File: config.mk
export PLATFORM = sky130hd
export DESIGN_NAME = multi_cycle_adder
export DESIGN_NICKNAME = d
export VERILOG_FILES = /design/src/rtl/multi_cycle_adder.sv
export SDC_FILE = /design/constraint.sdc
export NUM_CORES = 1
export LEC_CHECK = 0
export ABC_AREA = 1
export CAP_MARGIN = 20
export CORE_MARGIN = 8
export CORE_UTILIZATION = 25
export CTS_CLUSTER_SIZE = 40
export DETAILED_ROUTE_END_ITERATION = 6
export DONT_BUFFER_PORTS = 1
export PLACE_DENSITY_LB_ADDON = 0.05
export SYNTH_ARGS = -nofsm -noshare
export SYNTH_HDL_FRONTEND = slang
export SYNTH_SLANG_ARGS = --single-unit
File: constraint.sdc
create_clock -name clk -period 6.05 [get_ports clk]
set_clock_uncertainty 0.05 [all_clocks]
set_input_delay 0.605 -clock clk [delete_from_list [all_inputs] [get_ports clk]]
set_output_delay 0.605 -clock clk [all_outputs]
set_load 0.05 [all_outputs]
File: src/rtl/multi_cycle_adder.sv
`default_nettype none
// ============================================================================
// Module      : multi_cycle_adder
// Description : WIDTH-bit add/subtract computed CHUNK bits per clock, LSB
//               slice first, with carry rippled through a register.
//               start/busy/done handshake; reports cout, ovf and zero.
//               Optional macro SATURATE_EN clamps sum on signed overflow.
// Revision    : 1.0 - initial release
// ============================================================================
module multi_cycle_adder #(
    parameter int WIDTH = 16,
    parameter int CHUNK = 4
) (
    input  logic             clk,
    input  logic             rst,
    input  logic             start,
    input  logic [WIDTH-1:0] a,
    input  logic [WIDTH-1:0] b,
    input  logic             cin,
    input  logic             sub,
    output logic             busy,
    output logic             done,
    output logic [WIDTH-1:0] sum,
    output logic             cout,
    output logic             ovf,
    output logic             zero
);

    localparam int                c_NSLICE   = WIDTH / CHUNK;
    localparam int                c_IDXW     = (c_NSLICE > 1) ? $clog2(c_NSLICE) : 1;
    localparam logic [c_IDXW-1:0] c_LAST_IDX = c_IDXW'(c_NSLICE - 1);

    typedef enum logic [1:0] {
        S_IDLE = 2'd0,
        S_RUN  = 2'd1,
        S_DONE = 2'd2
    } state_t;

    state_t            state_q, state_d;
    logic [WIDTH-1:0]  a_q, a_d;
    logic [WIDTH-1:0]  b_q, b_d;
    logic [WIDTH-1:0]  sum_q, sum_d;
    logic [c_IDXW-1:0] idx_q, idx_d;
    logic              carry_q, carry_d;
    logic              cout_q, cout_d;
    logic              ovf_q, ovf_d;

    logic [CHUNK-1:0]  w_a_sl;
    logic [CHUNK-1:0]  w_b_sl;
    logic [CHUNK:0]    w_sl_sum;
    logic              w_msb_cin;
    logic              w_sl_ovf;
    logic              w_last;

    // Carry into the slice MSB is recovered as a ^ b ^ s at that bit.
    always_comb begin
        w_a_sl    = a_q[idx_q*CHUNK +: CHUNK];
        w_b_sl    = b_q[idx_q*CHUNK +: CHUNK];
        w_sl_sum  = {1'b0, w_a_sl} + {1'b0, w_b_sl} + {{CHUNK{1'b0}}, carry_q};
        w_msb_cin = w_a_sl[CHUNK-1] ^ w_b_sl[CHUNK-1] ^ w_sl_sum[CHUNK-1];
        w_sl_ovf  = w_msb_cin ^ w_sl_sum[CHUNK];
        w_last    = (idx_q == c_LAST_IDX);
    end

    always_comb begin
        state_d = state_q;
        a_d     = a_q;
        b_d     = b_q;
        sum_d   = sum_q;
        idx_d   = idx_q;
        carry_d = carry_q;
        cout_d  = cout_q;
        ovf_d   = ovf_q;
        case (state_q)
            S_IDLE, S_DONE: begin
                state_d = S_IDLE;
                if (start) begin
                    a_d     = a;
                    b_d     = sub ? ~b : b;
                    carry_d = sub | cin;
                    idx_d   = '0;
                    state_d = S_RUN;
                end
            end
            S_RUN: begin
                sum_d[idx_q*CHUNK +: CHUNK] = w_sl_sum[CHUNK-1:0];
                carry_d                     = w_sl_sum[CHUNK];
                if (w_last) begin
                    cout_d  = w_sl_sum[CHUNK];
                    ovf_d   = w_sl_ovf;
                    state_d = S_DONE;
`ifdef SATURATE_EN
                    if (w_sl_ovf) begin
                        sum_d = a_q[WIDTH-1] ? {1'b1, {(WIDTH-1){1'b0}}}
                                             : {1'b0, {(WIDTH-1){1'b1}}};
                    end
`else
                    // wrapping result: the slice write above is final
`endif
                end else begin
                    idx_d = idx_q + c_IDXW'(1);
                end
            end
            default: state_d = S_IDLE;
        endcase
    end

    always_ff @(posedge clk) begin
        if (rst) begin
            state_q <= S_IDLE;
            a_q     <= '0;
            b_q     <= '0;
            sum_q   <= '0;
            idx_q   <= '0;
            carry_q <= 1'b0;
            cout_q  <= 1'b0;
            ovf_q   <= 1'b0;
        end else begin
            state_q <= state_d;
            a_q     <= a_d;
            b_q     <= b_d;
            sum_q   <= sum_d;
            idx_q   <= idx_d;
            carry_q <= carry_d;
            cout_q  <= cout_d;
            ovf_q   <= ovf_d;
        end
    end

    assign busy = (state_q == S_RUN);
    assign done = (state_q == S_DONE);
    assign sum  = sum_q;
    assign cout = cout_q;
    assign ovf  = ovf_q;
    assign zero = ~|sum_q;

endmodule
`default_nettype wire

==> results.txt <==
Final cell count without fillers: 461
# setup viols final: 0
Fin worst setup slack: 2.499 ns
Sw power: 0.2651 mW
CTS Root Cell: clkbuf_8
Ys async rst share: 0%
WP data arrival: 3.76 ns
R2r endpoint: sum[14]
Die area: 13870 um2
Max H-tree Level: 2
Total number of vias: 2097
N_diodes: 0
GP Congestion: 0.7708
Number of antenna violations at the first check in global routing: 0
Vias in the first global route: 2200
Max_slew headroom: 39.32%
Number of enable flip-flop cells after synthesis: 0
Worst setup path start: idx_q[0]
Iter 0 DRT Violations: 82
Worst Path Class, Setup: reg -> reg
Worst r2r path cells: 10
MaxCap Viol Count: 0
Crit-path max cell delay: 0.86 ns
Seq cells post-synth: 55
Total Routing Usage GR: 10.75%
Leakage power: 1.036 nW
Run status: finished clean
CP Data Required Time: 6.26 ns
Yosys warnings: 0
Routed wire length: 7.372 mm
VDD IR max: 0.1012 mV
Starting Density: 25.43%
Most frequent cell after synthesis: nor2_1
Setup Buffers After CTS: 0
Input/output buffers: 0
CTS resizes: 0
Remaining DRCs: 0
Final hold violations: 0
Fmax: 281.6 MHz
Overall power: 0.8427 mW
Sequential area share after synthesis: 42.51%
Period utilisation layout: 58.70%
Switching Share: 31.46%
Synthesized instance count: 334
Die height: 117.8 um
Clock buffer depth: 2
Critical Path End Type: flop
Synth unique cells: 30
Internal Pwr Total: 0.5776 mW
Slew @ Worst Pin: 0.9069 ns
DRT Pass-1 Iters: 4
Reg2reg start: idx_q[0]
Clock share of power: 30.7%
Mapped Area: 2590 um2
HPWL Detailed: 5.406 mm
Num CTS Buffers: 5
Comb pwr share: 19.9%
Cell depth of the worst hold path: 1
Most used DFF post-synth: dfxtp_1
FF-to-FF setup slack: 2.50 ns
Cell Chain, Critical Path: inv_1, o21ai_0, o22ai_1, fa_1, fa_1, xor2_1, nand2_1, nor2_1, a22oi_1, nor2_1
Pwr Density: 299.9 nW/um2
Cell Rows: 37
Yosys top cell by area: dfxtp_1
Area grow syn2layout: 8.503%
Die X-Extent: 117.8 um
Synth cell count leaders: nor2_1, dfxtp_1, o21ai_0
RSZ-0062 raised after global routing: no
Syn_nets: 382
Crit path max fanout: 25
CTS Hold Bufs: 0
Global-route wire length before repair: 12.10 mm
CTS clk-pin slew, worst paths: 0.10 ns
Wire per inst: 15.99 um
Slowest library cell on the worst path: dfxtp_1
Final Critical Period: 3.551 ns
Final Net Count: 372
CTS tree: built
Placed insts: 453
Grt total ovfl: 0
Maximum number of pins on one net before global-route repair: 51
Setup WS pre-CTS: 2.516 ns
DR vias/cell: 4.549
Setup_tns: 0 ns
Layout cells sized above 1: 6.462%
Worst skew pair latency: 0.31 ns
Io pins: 58
CTS sink count: 55
Hold EP: state_q[0]
Hold path start: rst
Sequential Power Share: 49.4%
Final Max Slew Viols: 0
Mapped Avg Cell Area: 7.754 um2
Main area contributors after synthesis: dfxtp_1, o21ai_0, nor2_1
Yosys top cell area share: 42.51%
Antenna-violating nets left: 0
Worst setup SP type: flop
Core box area: 10180 um2
Final hold slack: 0.2973 ns
Hold crit path type: in -> reg
final cells by class:
type	instances	area (um2)
timing repair buffer	1	7.507
inverter	15	56.30
clock inverter	2	35.03
fill	1164	7375
tap	136	170.2
sequential	55	1101
multi-input combinational	246	1358
clock buffer	6	82.58
logic make-up (layout without fill, tap and decap cells):
group,after synthesis,in the layout,share of synthesized area [%]
compound gates,99,99,20.19
simple gates,119,119,20.48
xor+xnor,17,17,5.749
buf+inv,33,24,5.169
flops,55,55,42.51
fa+ha+maj,11,11,5.894
critical path: cells and delay by family (launching register included):
kind                       cells  cell delay (ns)
adders and majority gates      2             0.86
DFF                            1             0.86
and+or+nand+nor                3             0.34
AOI/OAI and AO/OA              3             0.53
xor gates and xnor gates       1             0.27
buffers and inverters          1             0.58
cells in the final DEF, fill, tap and decap left out, types with 2 or more instances in the layout:
master    netlist  layout
a211oi_1        2       2
a21oi_1        32      32
a22oi_1         4       4
clkbuf_8        0       6
dfxtp_1        55      55
fa_1            2       2
ha_1            9       9
inv_1          12      12
inv_2           2       2
nand2_1        32      32
nand2_2         3       3
nand3_1         6       6
nand4_1         3       3
nor2_1         63      62
nor2_2          3       4
nor3_1          2       2
nor4_1          4       4
o21ai_0        51      51
o22ai_1         8       8
xnor2_1        16      16
flip-flops by register name, summed over array words and instances (netlist names):
name     flops
a_q         16
sum         16
b_q         16
state_q      2
ovf          1
carry_q      1
idx_q        2
cout         1
metal layers:
layer | up-vias | wire length (um) | track usage, %
li1 | 1100 | - | -
met3 | 10 | 369 | 3.118
met1 | 945 | 3331 | 13.06
met2 | 42 | 3568 | 17.90
met5 | - | 0 | 0
met4 | 0 | 103 | 3.363
per-stage QoR:
stage	instance area, um2	utilization [%]
3_5_place_dp	2693	26.44
5_1_grt	2810	27.59
6_report	2810	27.59
2_1_floorplan	2590	-
4_1_cts	2810	27.59
3_3_place_gp	2693	26.44
power by group through the flow:
| stage | combinational [mW] | clock (mW) | sequential (mW) |
|---|---|---|---|
| finish | 0.168 | 0.259 | 0.416 |
| global route | 0.192 | 0.286 | 0.421 |
| CTS | 0.171 | 0.270 | 0.417 |
| detailed placement | 0.170 | 0 | 0.425 |
| global placement | 0.170 | 0 | 0.426 |
| floorplan | 0.143 | 0 | 0.412 |
how the worst max path moves through the flow:
| stage | endpoint | depth (start not counted) |
|---|---|---|
| floorplan | sum[6] | 11 |
| global placement | sum[6] | 10 |
| detailed placement | sum[6] | 10 |
| CTS | sum[6] | 10 |
| global route | sum[14] | 10 |
| finish | sum[14] | 10 |
(Power assumes the default switching activity.)
==> variant 1: new RTL, same settings <==
The parameter `CHUNK` goes from 4 to 8.
--- a/src/rtl/multi_cycle_adder.sv
+++ b/src/rtl/multi_cycle_adder.sv
@@ -10,5 +10,5 @@
 module multi_cycle_adder #(
     parameter int WIDTH = 16,
-    parameter int CHUNK = 4
+    parameter int CHUNK = 8
 ) (
     input  logic             clk,
Function: changed (a bounded check fails within 4 cycles, from zero or initial values and one cycle with rst high).
==> variant 1 against the unedited design <==
- power fell by 4.7%
- sequential cell count fell by 1
- worst setup slack improved by 610 ps
- first-iteration DRC count rose by 29%
- wire length fell by 1.3%
- via count rose by 4.1%
- maximum frequency rose by 21%
- cell area rose by 1.5%
- area after synthesis rose by 2.3%
==> variant 1: results (changes against the unedited design) <==
| Metric | Value |
|---|---|
| Outcome | completed |
| Leak | 1.28 nW (+23%) |
| Synthesis warning total | 0 (unchanged) |
| DRT antenna net count | 0 (unchanged) |
| Post-synth top cells | nand2_1 (82), dfxtp_1 (54), o21ai_0 (44) |
| Crit-path leading delay family | adder cells |
| Highest net fanout along the worst path | 21 (-16%) |
| Final #Nets | 405 (+8.9%) |
| Pin count of the biggest net entering global routing | 51 (unchanged) |
| Dpl hpwl | 5.59 mm (+3.4%) |
| Initial antenna violation count | 0 (unchanged) |
| WP data arrival | 3110 ps (-650 ps) |
| Synth Flop Type | dfxtp_1 |
| Diode count | 0 (unchanged) |
| GRT met3 Usage | 3.59% (+0.47 points) |
| Number of iterations in the first detailed-routing pass | 4 (unchanged) |
| Hold Crit Class | in -> reg |
| Share of layout cells above drive strength 1 | 4.75% (-1.7 points) |
| GR Util met2 | 16.6% (-1.3 points) |
| Met1 Track Usage GR | 12.9% (-0.21 points) |
| Post-Synth XOR/XNOR Area | 6.28% (+0.53 points) |
| Reg clk slew, reported paths | 100 ps (about the same) |
| Sequential-to-total area share from yosys stat | 40.8% (-1.7 points) |
| Post-synth ARST share | 0% (unchanged) |
| Dominant cells by area after synthesis | dfxtp_1 (41%), nand2_1 (12%), o21ai_0 (8.3%), a21oi_1 (6.4%), xnor2_1 (5.9%) |
| Port Buffers | 0 (unchanged) |
| CTS hold repair buffers | 0 (unchanged) |
| Filler cell count | 1162 (-0.17%) |
| CP max-delay cell | dfxtp_1 |
| Placer Congestion | 0.744 (-3.5%) |
| Mux share of post-synthesis cell area | 0% (unchanged) |
| Post-DR wirelength/cell | 14.7 um (-7.9%) |
| CTS Buf Count | 5 (unchanged) |
| Final setup violation count | 0 (unchanged) |
| Post-CTS Setup Bufs | 0 (unchanged) |
| Synth Area in Adders | 4.82% (-1.1 points) |
| 1st-iter DRT viols | 106 (+29%) |
| Vias in the first global route | 2174 (-1.2%) |
| Post_cts resized | 0 (unchanged) |
| Vias per cell | 4.42 (-2.9%) |
| Synth Area in Compound Gates | 16.6% (-3.6 points) |
| Peak per-stage delay on the critical path | 800 ps (-60 ps) |
| CTS H-tree depth | 2 (unchanged) |
| Worst Max-Slew Pin Slew | 923 ps (+16.0 ps) |
| Overall routing resource usage | 10.2% (-0.51 points) |
| Count of cell types in the netlist | 28 (-6.7%) |
| Root buf cell | clkbuf_8 |
| GRT busiest layer | met2 |
| Worst IR Drop VDD | 0.000104 V (+2.5%) |
| Clock Tree Buf Depth | 2 (unchanged) |
| Latest clock arrival within the worst-skew pair | 300 ps |
| First-pass GRT wire length | 11.7 mm (-3.1%) |
| Area of placed instances | 0.00277 mm^2 (+2.8%) |
## variant 1: cell count changes in the layout (fill, tap and decap cells not counted), sizes merged, moves of 3 or more
cell   delta
a22oi     -4
inv      +21
nor4      -3
o22ai     -8
nand2    +47
nand3    +10
o21ai     -7
o21a      +4
nor2     -23
## variant 1: where the power goes
group,switching (W),total [W],internal (W),leakage (nW)
registers,0.0000520,0.000437,0.000385,0.445
logic,0.000104,0.000161,0.0000570,0.787
clock network,0.000116,0.000205,0.0000888,0.0431
total,0.000273,0.000803,0.000531,1.28
## variant 1: routing by layer
metal | wire [um] | part of all wire (%)
met3 | 452 | 6.2
met2 | 3330 | 46
met1 | 3450 | 47
met5 | 0 | 0
met4 | 45 | 0.62
## variant 1: kinds of logic after synthesis
group | after synthesis
AND/OR/NAND/NOR | 147
flip-flops | 54
adder cells (fa/ha/maj) | 9
XOR/XNOR | 19
buffers and inverters | 54
AO/OA/AOI/OAI | 85
## variant 1: final cells by class
type                            instances  area, um^2  area share (%)
Sequential cell                        54        1080            37.9
Tap cell                              136         170            5.97
Timing Repair Buffer                    2        35.0            1.23
Inverter                               36         135            4.74
Clock buffer                            6        82.6            2.90
Multi-Input combinational cell        260        1350            47.3
## variant 1: worst paths after layout
check	startpoint	endpoint	slack (ps)	cells past startpoint
max	idx_q$_SDFFE_PP0P_	sum[6]$_SDFFE_PP0P_	3100	13
min	rst	state_q[0]$_SDFFE_PP0N_	310	1
max reg2reg	idx_q$_SDFFE_PP0P_	sum[6]$_SDFFE_PP0P_	3100	13
min reg2reg	a_q[2]$_SDFFE_PP0P_	a_q[2]$_SDFFE_PP0P_	480	2
## variant 1: metrics by stage
stage / hold WS, ps / total power (W) / instances / util (%) / setup WS, ps
2_1_floorplan: 428 / 0.000569 / 368 / - / 3490
3_3_place_gp: 458 / 0.000610 / 487 / 26.6 / 3120
3_5_place_dp: 456 / 0.000611 / 488 / 26.8 / 3090
4_1_cts: 298 / 0.000822 / 494 / 27.6 / 3070
5_1_grt: 285 / 0.000859 / 494 / 27.6 / 2830
6_report: 306 / 0.000803 / 494 / 27.6 / 3100
==> variant 2: new RTL, config.mk and constraints unchanged <==
Made on the original files. Take the reset off `a_q`, `b_q` and `sum_q` and load them in a clocked block of their own.
--- a/src/rtl/multi_cycle_adder.sv
+++ b/src/rtl/multi_cycle_adder.sv
@@ -109,7 +109,4 @@
         if (rst) begin
             state_q <= S_IDLE;
-            a_q     <= '0;
-            b_q     <= '0;
-            sum_q   <= '0;
             idx_q   <= '0;
             carry_q <= 1'b0;
@@ -118,7 +115,4 @@
         end else begin
             state_q <= state_d;
-            a_q     <= a_d;
-            b_q     <= b_d;
-            sum_q   <= sum_d;
             idx_q   <= idx_d;
             carry_q <= carry_d;
@@ -126,4 +120,10 @@
             ovf_q   <= ovf_d;
         end
+    end
+
+    always_ff @(posedge clk) begin
+        a_q   <= a_d;
+        b_q   <= b_d;
+        sum_q <= sum_d;
     end
 
Function: differs if rst is asserted again (counterexample within 4 cycles, from zero or initial values and one cycle with rst high); with rst held inactive, the same outputs for 10 cycles.
==> variant 2 against the unedited design <==
- worst setup slack better by 33 ps
- sequential cell count unchanged
- combinational power down 24%
- worst hold slack improved by 17 ps
- power decreased by 5.7%
- wire length down 26%
- area after synthesis fell by 2.2%
- non-clock buffer count is 1 lower
- cell area decreased by 2.4%
- highest routed layer unchanged
==> variant 2: results (changes against the unedited design) <==
| Metric | Value |
|---|---|
| Outcome | completed |
| Post-synth top cells | edfxtp_1 (48), nor2_1 (45), inv_1 (18), nand2_1 (18), o21ai_0 (18) |
| Leak | 0.990 nW (-4.4%) |
| Post-Synth XOR/XNOR Area | 5.88% (+0.13 points) |
| Dpl hpwl | 4.22 mm (-22%) |
| First-pass GRT wire length | 8.71 mm (-28%) |
| Post-DR wirelength/cell | 15.2 um (-5.1%) |
| Pin count of the biggest net entering global routing | 36 (-29%) |
| Relative slew slack | 37.0% (-2.3 points) |
| Synth Flop Type | edfxtp_1 |
| Post-synth net total | 273 (-29%) |
| WP data arrival | 3520 ps (-240 ps) |
| Synth Area in Adders | 6.02% (+0.13 points) |
| Count of cell types in the netlist | 27 (-10%) |
| Post_cts resized | 0 (unchanged) |
| Sequential-to-total area share from yosys stat | 62.4% (+20 points) |
| Reg2Reg Capture Point | sum[14]$_DFFE_PP_ |
| Vias in the first global route | 1689 (-23%) |
| Number of synthesized flops with an enable pin | 48 (+48) |
| P_seq | 0.000476 W (+14%) |
| Root buf cell | clkbuf_8 |
| 1st-iter DRT viols | 35 (-57%) |
| Placer Congestion | 0.749 (-2.8%) |
| Dominant cells by area after synthesis | edfxtp_1 (57%), nor2_1 (6.7%), dfxtp_1 (5.5%), xor2_1 (5.5%), ha_1 (4.4%) |
| Worst IR Drop VDD | 0.0000908 V (-10%) |
| Synth Area in Compound Gates | 6.81% (-13 points) |
| R2R Setup Slk | 2530 ps (+30 ps) |
| Vias per cell | 4.18 (-8.2%) |
| Overall routing resource usage | 8.55% (-2.2 points) |
| WHS Endpoint | state_q[1]$_SDFFE_PP0P_ |
| Filler cell count | 1065 (-8.5%) |
| Comb pwr | 0.000127 W (-24%) |
| Share of layout cells above drive strength 1 | 4.42% (-2.0 points) |
| R2R depth | 9 (-1) |
[variant 2: changes by cell type after synthesis, sizes merged, moves of 17 or more]
| cell | unedited run | this run |
|---|---|---|
| edfxtp | 0 | 48 |
| nand2 | 36 | 19 |
| nor2 | 67 | 45 |
| dfxtp | 55 | 7 |
| a21oi | 32 | 4 |
| o21ai | 52 | 19 |
[variant 2: area by class of cell]
cell class | instances | area [um^2] | share of cell area, %
Multi-Input combinational cell | 143 | 838 | 30.6
Inverter | 20 | 75.1 | 2.74
Clock buffer | 6 | 72.6 | 2.65
Sequential cell | 55 | 1580 | 57.7
Tap cell | 133 | 166 | 6.07
Clock inverter | 2 | 7.51 | 0.274
[variant 2: worst max path at each step]
stage / slack [ps] / to / start / depth (start not counted)
floorplan: 3400 / idx_q[0]$_SDFFE_PP0P_ / start / 5
global placement: 2680 / sum[14]$_DFFE_PP_ / idx_q[0]$_SDFFE_PP0P_ / 9
detailed placement: 2500 / sum[14]$_DFFE_PP_ / idx_q[0]$_SDFFE_PP0P_ / 9
CTS: 2480 / sum[14]$_DFFE_PP_ / idx_q[0]$_SDFFE_PP0P_ / 9
global route: 2190 / sum[14]$_DFFE_PP_ / idx_q[0]$_SDFFE_PP0P_ / 9
finish: 2530 / sum[14]$_DFFE_PP_ / idx_q[0]$_SDFFE_PP0P_ / 9
[variant 2: kinds of logic (layout without fill, tap and decap cells)]
logic type	Yosys count	after routing
and+or+nand+nor	83	83
DFF	55	55
AOI/OAI and AO/OA	32	32
buffers and inverters	27	28
xor gates and xnor gates	17	17
adders and majority gates	11	11
[variant 2: per-stage QoR]
| step | setup slack (ps) | hold slack [ps] | power (W) | area [um^2] | std cells |
|---|---|---|---|---|---|
| 3_5_place_dp | 2500 | 594 | 0.000618 | 2660 | 351 |
| 2_1_floorplan | 3400 | 527 | 0.000584 | 2530 | 225 |
| 4_1_cts | 2480 | 294 | 0.000815 | 2740 | 359 |
| 6_report | 2530 | 314 | 0.000794 | 2740 | 359 |
| 5_1_grt | 2190 | 293 | 0.000844 | 2740 | 359 |
| 3_3_place_gp | 2680 | 590 | 0.000619 | 2660 | 351 |
[variant 2: worst max-delay path, stage by stage (launching register included)]
cell and delay, ps:
dfxtp_1 880, inv_1 550, o21ai_0 310, o22ai_1 130
fa_1 450, fa_1 410, xnor2_1 280, nor2_1 80
nand2_1 90, nor2_1 50
[variant 2: layer usage]
layer,track usage [%],up-vias,part of all wire (%)
li1,-,766,-
met1,9.08,684,40
met2,15.4,44,51
met3,3.10,5,7.9
met4,2.82,0,0.99
met5,0,-,0
